$ cat config.mk
export PLATFORM = sky130hd
export DESIGN_NAME = grf_wb_arbiter
export DESIGN_NICKNAME = d
export VERILOG_FILES = /design/src/rtl/grf_wb_arbiter.sv
export SDC_FILE = /design/constraint.sdc
export NUM_CORES = 1
export LEC_CHECK = 0
export ABC_AREA = 1
export CELL_PAD_IN_SITES_DETAIL_PLACEMENT = 1
export CELL_PAD_IN_SITES_GLOBAL_PLACEMENT = 1
export CORE_ASPECT_RATIO = 0.9
export CORE_UTILIZATION = 25
export DETAILED_ROUTE_END_ITERATION = 8
export PLACE_DENSITY = 0.78
export RECOVER_POWER = 25
export SYNTH_ARGS = -nofsm -noshare
export SYNTH_HDL_FRONTEND = slang
export SYNTH_SLANG_ARGS = --single-unit
$ cat constraint.sdc
create_clock -name clk -period 2.1 [get_ports clk]
set_input_delay 0.42 -clock clk [delete_from_list [all_inputs] [get_ports clk]]
set_output_delay 0.42 -clock clk [all_outputs]
set_load 0.1 [all_outputs]
$ cat src/rtl/grf_wb_arbiter.sv
// -----------------------------------------------------------------------------
// grf_wb_arbiter
//
// This block merges two write-back requesters onto a single GRF write port. It
// also keeps a pending-write scoreboard so that issue logic can detect RAW
// hazards on source registers.
//
// Ports
//   clk                  rising-edge clock
//   reset                synchronous, active-low reset
//   req0_* / req1_*      valid/ready write-back requesters (reg, data, pc)
//   req0/1_ready         grant for the current cycle (combinational)
//   issue_valid/_reg     issued instruction with a GRF destination
//   query1/2_reg         source registers to check for pending writes
//   busy1/2              the queried register has an uncommitted write (comb)
//   grf_wen/wreg/wd/wpc  registered GRF write port, one cycle after transfer
//
// Parameters
//   RR_EN                1: round-robin on contention, 0: requester 0 wins
// -----------------------------------------------------------------------------
module grf_wb_arbiter #(
  parameter int RR_EN = 1
) (
  input  logic        clk,
  input  logic        reset,
  input  logic        req0_valid,
  input  logic [4:0]  req0_reg,
  input  logic [31:0] req0_data,
  input  logic [31:0] req0_pc,
  output logic        req0_ready,
  input  logic        req1_valid,
  input  logic [4:0]  req1_reg,
  input  logic [31:0] req1_data,
  input  logic [31:0] req1_pc,
  output logic        req1_ready,
  input  logic        issue_valid,
  input  logic [4:0]  issue_reg,
  input  logic [4:0]  query1_reg,
  input  logic [4:0]  query2_reg,
  output logic        busy1,
  output logic        busy2,
  output logic        grf_wen,
  output logic [4:0]  grf_wreg,
  output logic [31:0] grf_wd,
  output logic [31:0] grf_wpc
);

  // One-hot decode of a register index; register 0 never produces a bit.
  function automatic logic [31:0] reg_onehot(input logic [4:0] r);
    logic [31:0] v;
    if (r == 5'd0) begin
      v = 32'h0000_0000;
    end else begin
      v = 32'h0000_0001 << r;
    end
    return v;
  endfunction

  logic        ptr_r;
  logic [31:0] pending_r;
  logic        wen_r;
  logic [4:0]  wreg_r;
  logic [31:0] wd_r;
  logic [31:0] wpc_r;

  logic        both_s;
  logic        grant0_s;
  logic        grant1_s;
  logic        xfer_s;
  logic        write_s;
  logic [4:0]  sel_reg_s;
  logic [31:0] sel_data_s;
  logic [31:0] sel_pc_s;
  logic [31:0] set_vec_s;
  logic [31:0] clr_vec_s;
  logic [31:0] pending_next_s;
  logic        busy1_s;
  logic        busy2_s;

  // Grant selection: a lone requester always wins; contention uses the pointer
  // in round-robin mode and requester 0 otherwise. Nothing is granted in reset.
  always_comb begin
    both_s   = req0_valid & req1_valid;
    grant0_s = 1'b0;
    grant1_s = 1'b0;
    if (!reset) begin
      grant0_s = 1'b0;
      grant1_s = 1'b0;
    end else if (both_s) begin
      if ((RR_EN != 0) && ptr_r) begin
        grant1_s = 1'b1;
      end else begin
        grant0_s = 1'b1;
      end
    end else if (req0_valid) begin
      grant0_s = 1'b1;
    end else if (req1_valid) begin
      grant1_s = 1'b1;
    end else begin
      grant0_s = 1'b0;
      grant1_s = 1'b0;
    end
  end

  // Mux the granted request onto the write path.
  always_comb begin
    xfer_s = grant0_s | grant1_s;
    if (grant1_s) begin
      sel_reg_s  = req1_reg;
      sel_data_s = req1_data;
      sel_pc_s   = req1_pc;
    end else begin
      sel_reg_s  = req0_reg;
      sel_data_s = req0_data;
      sel_pc_s   = req0_pc;
    end
    // Writes to register 0 are accepted but never reach the GRF.
    write_s = xfer_s && (sel_reg_s != 5'd0);
  end

  // Scoreboard next state: the clear is applied first and the set second, so a
  // newer producer of the same register keeps the bit set.
  always_comb begin
    if (reset && issue_valid) begin
      set_vec_s = reg_onehot(issue_reg);
    end else begin
      set_vec_s = 32'h0000_0000;
    end
    if (write_s) begin
      clr_vec_s = reg_onehot(sel_reg_s);
    end else begin
      clr_vec_s = 32'h0000_0000;
    end
    pending_next_s = (pending_r & ~clr_vec_s) | set_vec_s;
  end

  // Hazard lookup from registered state only; same-cycle sets and clears are
  // deliberately not bypassed.
  always_comb begin
    if (!reset) begin
      busy1_s = 1'b0;
      busy2_s = 1'b0;
    end else begin
      busy1_s = (query1_reg != 5'd0) && pending_r[query1_reg];
      busy2_s = (query2_reg != 5'd0) && pending_r[query2_reg];
    end
  end

  // State update: pointer, scoreboard and registered write port.
  always_ff @(posedge clk) begin
    if (!reset) begin
      ptr_r     <= 1'b0;
      pending_r <= 32'h0000_0000;
      wen_r     <= 1'b0;
      wreg_r    <= 5'd0;
      wd_r      <= 32'h0000_0000;
      wpc_r     <= 32'h0000_0000;
    end else begin
      // Under contention a grant always happens, so the pointer flips.
      if ((RR_EN != 0) && both_s) begin
        ptr_r <= ~ptr_r;
      end
      pending_r <= pending_next_s & 32'hFFFF_FFFE;
      wen_r     <= write_s;
      // The port fields only move on a real write and hold otherwise.
      if (write_s) begin
        wreg_r <= sel_reg_s;
        wd_r   <= sel_data_s;
        wpc_r  <= sel_pc_s;
      end
    end
  end

  assign req0_ready = grant0_s;
  assign req1_ready = grant1_s;
  assign busy1      = busy1_s;
  assign busy2      = busy2_s;
  assign grf_wen    = wen_r;
  assign grf_wreg   = wreg_r;
  assign grf_wd     = wd_r;
  assign grf_wpc    = wpc_r;

endmodule

==> flow_metrics.py, run 1 <==
metrics = {
    "status": {
        "status": "finished clean",
    },
    "cells_and_area": {
        "nets": 1327,
        "fin_area_um2": 8954,
        "n_fill_cell": 2855,
        "drive_gt1_share_pct": 19.68,
        "finalNonFillerCells": 1465,
        "num_antenna_cells": 0,
        "final_util_pct": 41.51,
        "area_growth_pct": 63.27,
    },
    "placement": {
        "placed_area_um2": 8356,
        "port_buffers": 231,
        "hpwl_mm": 17.38,
        "placed_cells": 1435,
        "place_congestion": 0.8612,
    },
    "setup_path": {
        "startpoint_type": "flip-flop",
        "crit_buf_inv": 1,
        "arrival_ns": 1.67,
        "cp.required_ns": 1.68,
        "crit_end": "busy2",
        "critPathLaunch": "pending_r[8]$_SDFF_PN0_",
        "path_cells": "nor2_1 > nor2_1 > nand2_1 > o21ai_1 > nand2_1 > nand3_1 > nand3b_1 > a21oi_4 > buf_12",
        "r2r_setup_slack_ns": 0.18,
        "path_depth": 9,
        "r2r_cells": 13,
        "criticalPathCategory": "flip-flop to primary output",
        "r2r-end": "grf_wpc[13]$_SDFFE_PN0P_",
        "reg2reg_from": "ptr_r$_SDFFE_PN0P_",
        "cp_top_family": "simple AND/OR/NAND/NOR gates",
        "critPathMaxFanout": 3,
        "critPathCaptureType": "primary output",
        "worst_path_largest_cell_delay_ns": 0.37,
        "cp_slowest_cell": "dfxtp_2",
    },
    "synth": {
        "ys_seq_elements": 102,
        "synthSimpleGateAreaFrac_pct": 40.18,
        "synth_top_family_by_area": "simple AND/OR/NAND/NOR gates",
        "synth_top_area_share_pct": 37.23,
        "ys_warn_count": 0,
        "synth_cells": 908,
        "synth_xor_area_share_pct": 0,
        "synthAdderAreaFrac_pct": 0,
        "synth_top_area_cell": "dfxtp_1",
        "ys_async_sr_fraction_pct": 0,
        "synthesis.area_um2": 5484,
        "synth.area.top_cells": "dfxtp_1 37%, nand2_1 22%, nor2_1 12%",
        "synth_fp_nets": 1066,
        "synthMuxAreaShare_pct": 0,
        "ys.flop_type": "dfxtp_1",
        "ys_types": 28,
        "synth_area_per_cell_um2": 6.040,
        "synth-edff-count": 0,
        "ys_seq_area_share_pct": 37.23,
        "synth_compound_area_share_pct": 15.15,
    },
    "drt": {
        "antenna_left": 0,
        "wl_per_cell_um": 15.86,
        "drt_pass1_iterations": 4,
        "vias_per_cell": 4.618,
        "drtIter0Drc": 252,
        "drc": 0,
        "dr_total_vias": 6766,
        "routed_wl_mm": 23.24,
    },
    "flow_run": {
        "drv_cap": 0,
    },
    "timing": {
        "post-route-min-period_ns": 2.091,
        "tightest_slew_ns": 0.6188,
        "min_period_over_period_pct": 99.57,
        "hold_slack_ns": 0.4683,
        "final-max-slew-violation-count": 0,
        "clock_skew_ns": 0.009524,
        "slew_headroom_pct": 58.75,
        "final.setup.tns_ns": 0,
        "final_hold_viol_count": 0,
        "finalSetupViolCount": 0,
        "rsz0062_at_grt": "true",
        "fmax_mhz": 478.3,
    },
    "floorplanning": {
        "core_um2": 21570,
        "fp.dieW_um": 158.1,
        "rows": 51,
        "start_util_pct": 25.43,
        "fp.dieH_um": 142.5,
        "ios": 232,
        "die-area_um2": 22530,
    },
    "power": {
        "vdd_drop_max_uv": 361.9,
        "power_leakage_nw": 3.979,
        "p_per_area_nw_per_um2": 705.5,
    },
    "clock_tree": {
        "cts_tree": "done",
        "clk_latency_ns": 0.36,
        "clk_pin_slew_ns": 0.08,
        "numCtsBuffers": 9,
        "holdBufCountCts": 0,
        "cts_num_sinks": 102,
        "clockBufferDepth": 2,
        "cts_max_level": 3,
        "cts-root-buf": "clkbuf_16",
    },
    "grt": {
        "grt_pass1_wl_mm": 35.96,
        "grt_max_degree": 60,
        "grt_pass1_vias": 6878,
        "overflow": 0,
        "antenna_found_initial": 1,
        "grtUsageTotal_pct": 20.61,
    },
    "min_path": {
        "min-delay-path-class": "flip-flop to flip-flop",
    },
}
## worst min-delay path, delay by kind of cell, from the launching register on
family	cells	cell delay [ns]
flip-flops	1	0.31
AND/OR/NAND/NOR	1	0.06
AO/OA/AOI/OAI	1	0.05
## synthesized netlist by cell type (3+ instances only)
library cell / count
a21oi_1: 50
buf_1: 6
buf_2: 11
buf_6: 4
clkbuf_1: 28
dfxtp_1: 102
inv_1: 40
nand2_1: 320
nand2_2: 8
nand2_4: 3
nand3_1: 30
nand4_1: 3
nor2_1: 170
nor2_2: 10
o211ai_1: 6
o21ai_0: 97
o21ai_1: 4
## final cells by class
| class | count | area (µm²) | share of cell area [%] |
|---|---|---|---|
| Inverter | 44 | 165.2 | 1.845 |
| Tap cell | 291 | 364.1 | 4.067 |
| Multi-Input combinational cell | 712 | 3173 | 35.44 |
| Clock inverter | 6 | 93.84 | 1.048 |
| Clock buffer | 10 | 229.0 | 2.557 |
| Timing Repair Buffer | 300 | 2873 | 32.09 |
| Sequential cell | 102 | 2056 | 22.96 |
## metal layers
metal / track usage (%) / wire (µm)
met5: 0 / 0
met4: 7.490 / 556
met3: 4.994 / 1556
met2: 35.92 / 11380
met1: 24.33 / 9744
## cells by family (layout without fill, tap and decap cells)
group,count (synthesis),after routing
buffers and inverters,95,360
AOI/OAI and AO/OA,161,161
DFF,102,102
and+or+nand+nor,550,551
## power breakdown
part,switching [mW],internal (mW)
clock network,0.793,1.06
logic,1.58,0.752
registers,0.0742,2.06
total,2.44,3.87
## sequential cells by signal, indices dropped and copies added, names as in the netlist
name and flops:
grf_wd 32, grf_wpc 32, pending_r 31, grf_wreg 5, grf_wen 1, ptr_r 1
## worst min-delay path by stage
stage	startpoint	endpoint	slack [ns]	depth (start not counted)
after detailed placement	pending_r[21]$_SDFF_PN0_	pending_r[21]$_SDFF_PN0_	0.46	2
final	pending_r[17]$_SDFF_PN0_	pending_r[17]$_SDFF_PN0_	0.47	2
after global placement	pending_r[5]$_SDFF_PN0_	pending_r[5]$_SDFF_PN0_	0.45	2
after floorplan	pending_r[18]$_SDFF_PN0_	pending_r[18]$_SDFF_PN0_	0.44	2
after global routing	pending_r[5]$_SDFF_PN0_	pending_r[5]$_SDFF_PN0_	0.49	2
after CTS	pending_r[21]$_SDFF_PN0_	pending_r[21]$_SDFF_PN0_	0.47	2
## stage by stage
step	power, mW	worst slack (ns)
floorplan	3.626	0.02352
global placement	4.412	-0.3750
detailed placement	4.445	-0.4151
CTS	6.338	-0.05543
global route	6.586	-0.1346
finish	6.316	0.009045
## placed cells by master, fill, tap and decap left out, drive strengths merged, types with 2 or more instances in the layout
cell             n
dfxtp          102
bufinv           2
clkinv           4
nand3           31
clkdlybuf4s15    2
clkbuf          15
clkdlybuf4s50  146
o211ai           6
nor2           181
nand2          332
nor4             2
o21ai          101
a21oi           50
nand3b           2
nand4            3
inv             44
buf            144
## timing repair
item	in CTS	in global routing
endpoints found under the setup margin	53	31
gates cloned	4	3
buffers inserted	2	5
pin swaps	11	18
gates resized for setup	52	33
No activity file was read; power rests on OpenSTA's default activity.
==> run 2: changes to the inputs <==
Settings changed: CTS_BUF_LIST set to sky130_fd_sc_hd__clkbuf_4.
==> flow_metrics.py, run 2 (same netlist as run 1, synthesis figures left out) <==
metrics = {
    "min_path": {
        "hold_depth": 2,
        "min_from": "grf_wreg[4]$_SDFFE_PN0P_",
        "min-delay-path-class": "flip-flop to flip-flop",
        "holdPathEnd": "grf_wreg[4]$_SDFFE_PN0P_",
    },
    "timing": {
        "tightest_slew_ns": 0.6128,
        "slew_headroom_pct": 59.15,
        "rsz0062_at_grt": "true",
        "clock_skew_ns": 0.01860,
        "finalSetupViolCount": 2,
        "min_period_over_period_pct": 107.5,
        "setup_slack_ns": -0.1574,
        "fmax_mhz": 443.0,
        "post-route-min-period_ns": 2.257,
        "final-max-slew-violation-count": 0,
        "final_hold_viol_count": 0,
    },
    "clock_tree": {
        "holdBufCountCts": 0,
        "clk_pin_slew_ns": 0.15,
        "numCtsBuffers": 9,
        "clk_latency_ns": 0.49,
        "clockBufferDepth": 2,
        "cts-root-buf": "clkbuf_4",
        "cts_num_sinks": 102,
        "cts_tree": "done",
        "cts_max_level": 3,
    },
    "grt": {
        "grt_pass1_vias": 6821,
        "grtUsageTotal_pct": 20.46,
        "antenna_found_initial": 2,
        "grt_max_degree": 60,
        "grt_pass1_wl_mm": 35.62,
        "overflow": 0,
    },
    "power": {
        "clock_power_share_pct": 21.9,
        "p_per_area_nw_per_um2": 653.4,
        "vdd_drop_max_uv": 301.9,
        "power_switching_mw": 2.345,
        "swShare_pct": 41.86,
        "internal_power_mw": 3.257,
        "combPwrFrac_pct": 40.0,
        "p_seq_share_pct": 38.1,
        "power_leakage_nw": 3.829,
    },
    "placement": {
        "place_congestion": 0.8612,
        "hpwl_mm": 17.38,
        "placed_cells": 1435,
        "dp_slack_ns": -0.4151,
        "port_buffers": 231,
    },
    "cells_and_area": {
        "area_growth_pct": 56.33,
        "drive_gt1_share_pct": 18.48,
        "n_fill_cell": 2884,
        "multiInputGateArea_um2": 3128,
        "nets": 1322,
        "final_common_cell": "nand2_1",
        "finalNonFillerCells": 1461,
        "layout_common_cells": "318 x nand2_1, 165 x nor2_1, 147 x clkdlybuf4s50_1, 88 x dfxtp_1, 86 x o21ai_0",
        "seqCellArea_um2": 2059,
    },
    "status": {
        "violations": "setup timing",
        "status": "finished with violations",
    },
    "floorplanning": {
        "core_um2": 21570,
        "ios": 232,
        "fp.dieW_um": 158.1,
        "rows": 51,
        "fp.dieH_um": 142.5,
        "die-area_um2": 22530,
        "start_util_pct": 25.43,
    },
    "setup_path": {
        "worst_path_largest_cell_delay_ns": 0.26,
        "cp_slowest_cell": "dlygate4sd2_1",
        "reg2reg_from": "ptr_r$_SDFFE_PN0P_",
        "arrival_ns": 1.84,
        "criticalPathCategory": "input pin to primary output",
        "critPathCaptureType": "primary output",
        "critPathMaxFanout": 11,
        "r2r_setup_slack_ns": 0.24,
        "startpoint_type": "input pin",
        "r2r_cells": 13,
        "cp.required_ns": 1.68,
        "r2r-end": "grf_wpc[20]$_SDFFE_PN0P_",
        "path_cells": "dlygate4sd2_1 > inv_1 > buf_12 > o21ai_0 > nand3_1 > nand3_1 > nand3_2 > a21oi_4 > buf_12",
    },
    "drt": {
        "drtIter0Drc": 242,
        "drt_pass1_iterations": 4,
        "routed_wl_mm": 22.46,
        "antenna_left": 0,
        "dr_total_vias": 6694,
        "wl_per_cell_um": 15.37,
        "vias_per_cell": 4.582,
        "drc": 0,
    },
    "flow_run": {
        "drv_cap": 0,
    },
}
==> run 2: what timing repair did <==
item / in CTS / in global routing
buffers inserted: 6 / 0
setup endpoints to repair: 3 / 6
gates cloned: 3 / 0
gates resized for setup: 47 / 7
pin swaps: 12 / 4
==> run 2: area by class of cell <==
cell class | instances | share of cell area, %
Clock inverter | 6 | 1.095
Inverter | 44 | 1.926
Multi-Input combinational cell | 711 | 36.49
Sequential cell | 102 | 24.02
Timing Repair Buffer | 296 | 31.32
Clock buffer | 10 | 0.8757
Tap cell | 291 | 4.247
Antenna cell | 1 | 0.02919
==> run 2: power groups by stage <==
stage / logic, mW / registers [mW] / clock network, mW
after detailed placement: 2.26 / 2.18 / 0
after global routing: 2.38 / 2.15 / 1.34
after CTS: 2.29 / 2.14 / 1.28
final: 2.24 / 2.14 / 1.23
after global placement: 2.24 / 2.17 / 0
after floorplan: 0.584 / 3.04 / 0
==> run 2: worst max-delay path by stage <==
stage / startpoint / cells after the start / endpoint
floorplan: query2_reg[2] / 7 / busy2
detailed placement: req1_valid / 13 / grf_wpc[20]$_SDFFE_PN0P_
global placement: query1_reg[0] / 9 / busy1
CTS: pending_r[29]$_SDFF_PN0_ / 9 / busy1
global route: pending_r[8]$_SDFF_PN0_ / 9 / busy2
finish: query1_reg[0] / 9 / busy1
==> run 2: critical path, delay by kind of cell <==
family / cells / cell delay (ns)
AO/OA/AOI/OAI: 2 / 0.34
AND/OR/NAND/NOR: 3 / 0.38
buffers and inverters: 4 / 0.68
==> run 2: per-stage QoR <==
stage / power, mW / hold slack [ns] / TNS (ns) / utilization (%) / cell area, µm²
CTS: 5.712 / 0.4541 / -0.2967 / 40.17 / 8665
floorplan: 3.626 / 0.4389 / 0 / - / 5530
global route: 5.874 / 0.4767 / -0.5172 / 39.75 / 8573
finish: 5.602 / 0.4753 / -0.2976 / 39.75 / 8573
detailed placement: 4.445 / 0.4607 / -33.99 / 38.74 / 8356
global placement: 4.412 / 0.4512 / -27.75 / 38.74 / 8356
==> run 2: routing by layer <==
metal | global-route usage [%] | vias to the layer above | wire [µm] | part of all wire [%]
li1 | - | 3375 | - | -
met1 | 24.15 | 3096 | 9683 | 43
met2 | 35.48 | 183 | 10820 | 48
met3 | 5.085 | 40 | 1304 | 5.8
met4 | 7.642 | 0 | 650 | 2.9
met5 | 0 | - | 0 | 0
==> run 3: changes to the inputs <==
Settings changed: PLACE_DENSITY 0.78 to not set, PLACE_DENSITY_LB_ADDON set to 0.1.
==> flow_metrics.py, run 3 (same netlist as run 1, synthesis figures left out) <==
metrics = {
    "status": {
        "status": "finished with violations",
        "violations": "setup timing",
    },
    "placement": {
        "placed_area_um2": 8363,
        "hpwl_mm": 17.10,
        "place_congestion": 0.8502,
        "port_buffers": 231,
    },
    "clock_tree": {
        "clk_latency_ns": 0.49,
        "numCtsBuffers": 9,
        "clockBufferDepth": 2,
        "cts_tree": "done",
        "holdBufCountCts": 0,
        "cts_max_level": 3,
        "cts-root-buf": "clkbuf_4",
        "clk_pin_slew_ns": 0.15,
        "cts_num_sinks": 102,
    },
    "floorplanning": {
        "die-area_um2": 22530,
        "core_um2": 21570,
        "start_util_pct": 25.43,
        "ios": 232,
        "fp.dieH_um": 142.5,
        "rows": 51,
        "fp.dieW_um": 158.1,
    },
    "drt": {
        "drt_pass1_iterations": 4,
        "wl_per_cell_um": 14.99,
        "dr_total_vias": 6570,
        "antenna_left": 0,
        "routed_wl_mm": 21.95,
        "drtIter0Drc": 174,
        "drc": 0,
        "vias_per_cell": 4.488,
    },
    "grt": {
        "grt_pass1_wl_mm": 35.41,
        "grt_max_degree": 41,
        "grt_pass1_vias": 6606,
        "overflow": 0,
        "grtUsageTotal_pct": 20.31,
        "antenna_found_initial": 4,
    },
    "cells_and_area": {
        "layout_common_cells": "318 x nand2_1, 167 x nor2_1, 147 x clkdlybuf4s50_1, 93 x dfxtp_1, 90 x o21ai_0",
        "drive_gt1_share_pct": 18.03,
        "final_common_cell": "nand2_1",
        "fin_area_um2": 8514,
        "area_growth_pct": 55.26,
        "nets": 1324,
        "final_util_pct": 39.48,
    },
    "power": {
        "power_leakage_nw": 3.802,
        "p_per_area_nw_per_um2": 649.7,
        "vdd_drop_max_uv": 337.2,
        "total_power_mw": 5.532,
    },
    "timing": {
        "post-route-min-period_ns": 2.230,
        "final_hold_viol_count": 0,
        "slew_headroom_pct": 61.15,
        "setup_slack_ns": -0.1298,
        "rsz0062_at_grt": "true",
        "finalSetupViolCount": 2,
        "fmax_mhz": 448.5,
        "final-max-slew-violation-count": 0,
        "final.setup.tns_ns": -0.2276,
        "clock_skew_ns": 0.02518,
        "min_period_over_period_pct": 106.2,
        "tightest_slew_ns": 0.5852,
    },
    "setup_path": {
        "critPathCaptureType": "primary output",
        "cp.required_ns": 1.68,
        "startpoint_type": "input pin",
        "criticalPathCategory": "input pin to primary output",
        "critPathMaxFanout": 21,
        "arrival_ns": 1.81,
        "r2r_setup_slack_ns": 0.03,
    },
    "min_path": {
        "min-delay-path-class": "input pin to flip-flop",
    },
    "flow_run": {
        "drv_cap": 0,
    },
}
==> run 3: changes by cell type in the layout (fill, tap and decap cells not counted), moves of 2 or more <==
cell	before	now
buf_4	79	84
inv_1	36	34
dfxtp_1	88	93
inv_2	6	8
buf_12	13	11
dfxtp_2	14	8
o21ai_0	86	90
o21ai_1	15	10
diode_2	1	3
a21oi_2	3	1
a21oi_1	45	47
nor2_1	165	167
==> run 3: final cells by class <==
| cell class | count | area [µm²] |
|---|---|---|
| Fill cell | 2867 | 13050 |
| Multi-Input combinational cell | 711 | 3109 |
| Timing Repair Buffer | 298 | 2659 |
| Sequential cell | 102 | 2056 |
| Tap cell | 291 | 364.1 |
| Inverter | 44 | 165.2 |
| Clock inverter | 6 | 86.33 |
| Clock buffer | 9 | 67.56 |
| Antenna cell | 3 | 7.507 |
==> run 3: final timing paths <==
check	startpoint	end	cells after the start
max	query2_reg[0]	busy2	10
min	reset	ptr_r$_SDFFE_PN0P_	3
max reg2reg	ptr_r$_SDFFE_PN0P_	pending_r[20]$_SDFF_PN0_	10
min reg2reg	pending_r[25]$_SDFF_PN0_	pending_r[25]$_SDFF_PN0_	2
==> run 3: through the flow <==
step                instances  hold WS (ns)  setup WS, ns
finish                   1464        0.3147       -0.1298
global route             1463        0.3099       -0.2652
CTS                      1458        0.2791       -0.1581
detailed placement       1441        0.4556       -0.4750
global placement         1441        0.4506       -0.4794
floorplan                 908        0.4389       0.02352
==> run 3: what timing repair did <==
item,in CTS,in global routing
gates cloned,2,0
setup endpoints to repair,3,8
gates resized for setup,46,5
setup buffers,0,3
pin swaps,10,4
==> run 3: layer usage <==
| metal | up-vias | GRT usage [%] | wire [µm] |
|---|---|---|---|
| met1 | 3013 | 25.02 | 9756 |
| met3 | 16 | 6.699 | 1750 |
| met4 | 0 | 4.858 | 232 |
| met5 | - | 0 | 0 |
| li1 | 3381 | - | - |
| met2 | 160 | 33.91 | 10210 |
==> run 3: power breakdown <==
group / internal (mW) / leakage [nW] / total [mW] / switching, mW
sequential: 2.06 / 0.844 / 2.13 / 0.0695
clock: 0.477 / 0.0822 / 1.18 / 0.707
combinational: 0.681 / 2.88 / 2.22 / 1.54
==> run 3: worst max-delay path, stage by stage <==
cell and delay, ns:
dlygate4sd2_1 0.28, buf_12 0.17, a21oi_2 0.13, o21ai_1 0.08
o21ai_1 0.12, nand3_1 0.11, nand3_2 0.09, nand2_2 0.06
a21oi_4 0.16, buf_12 0.19
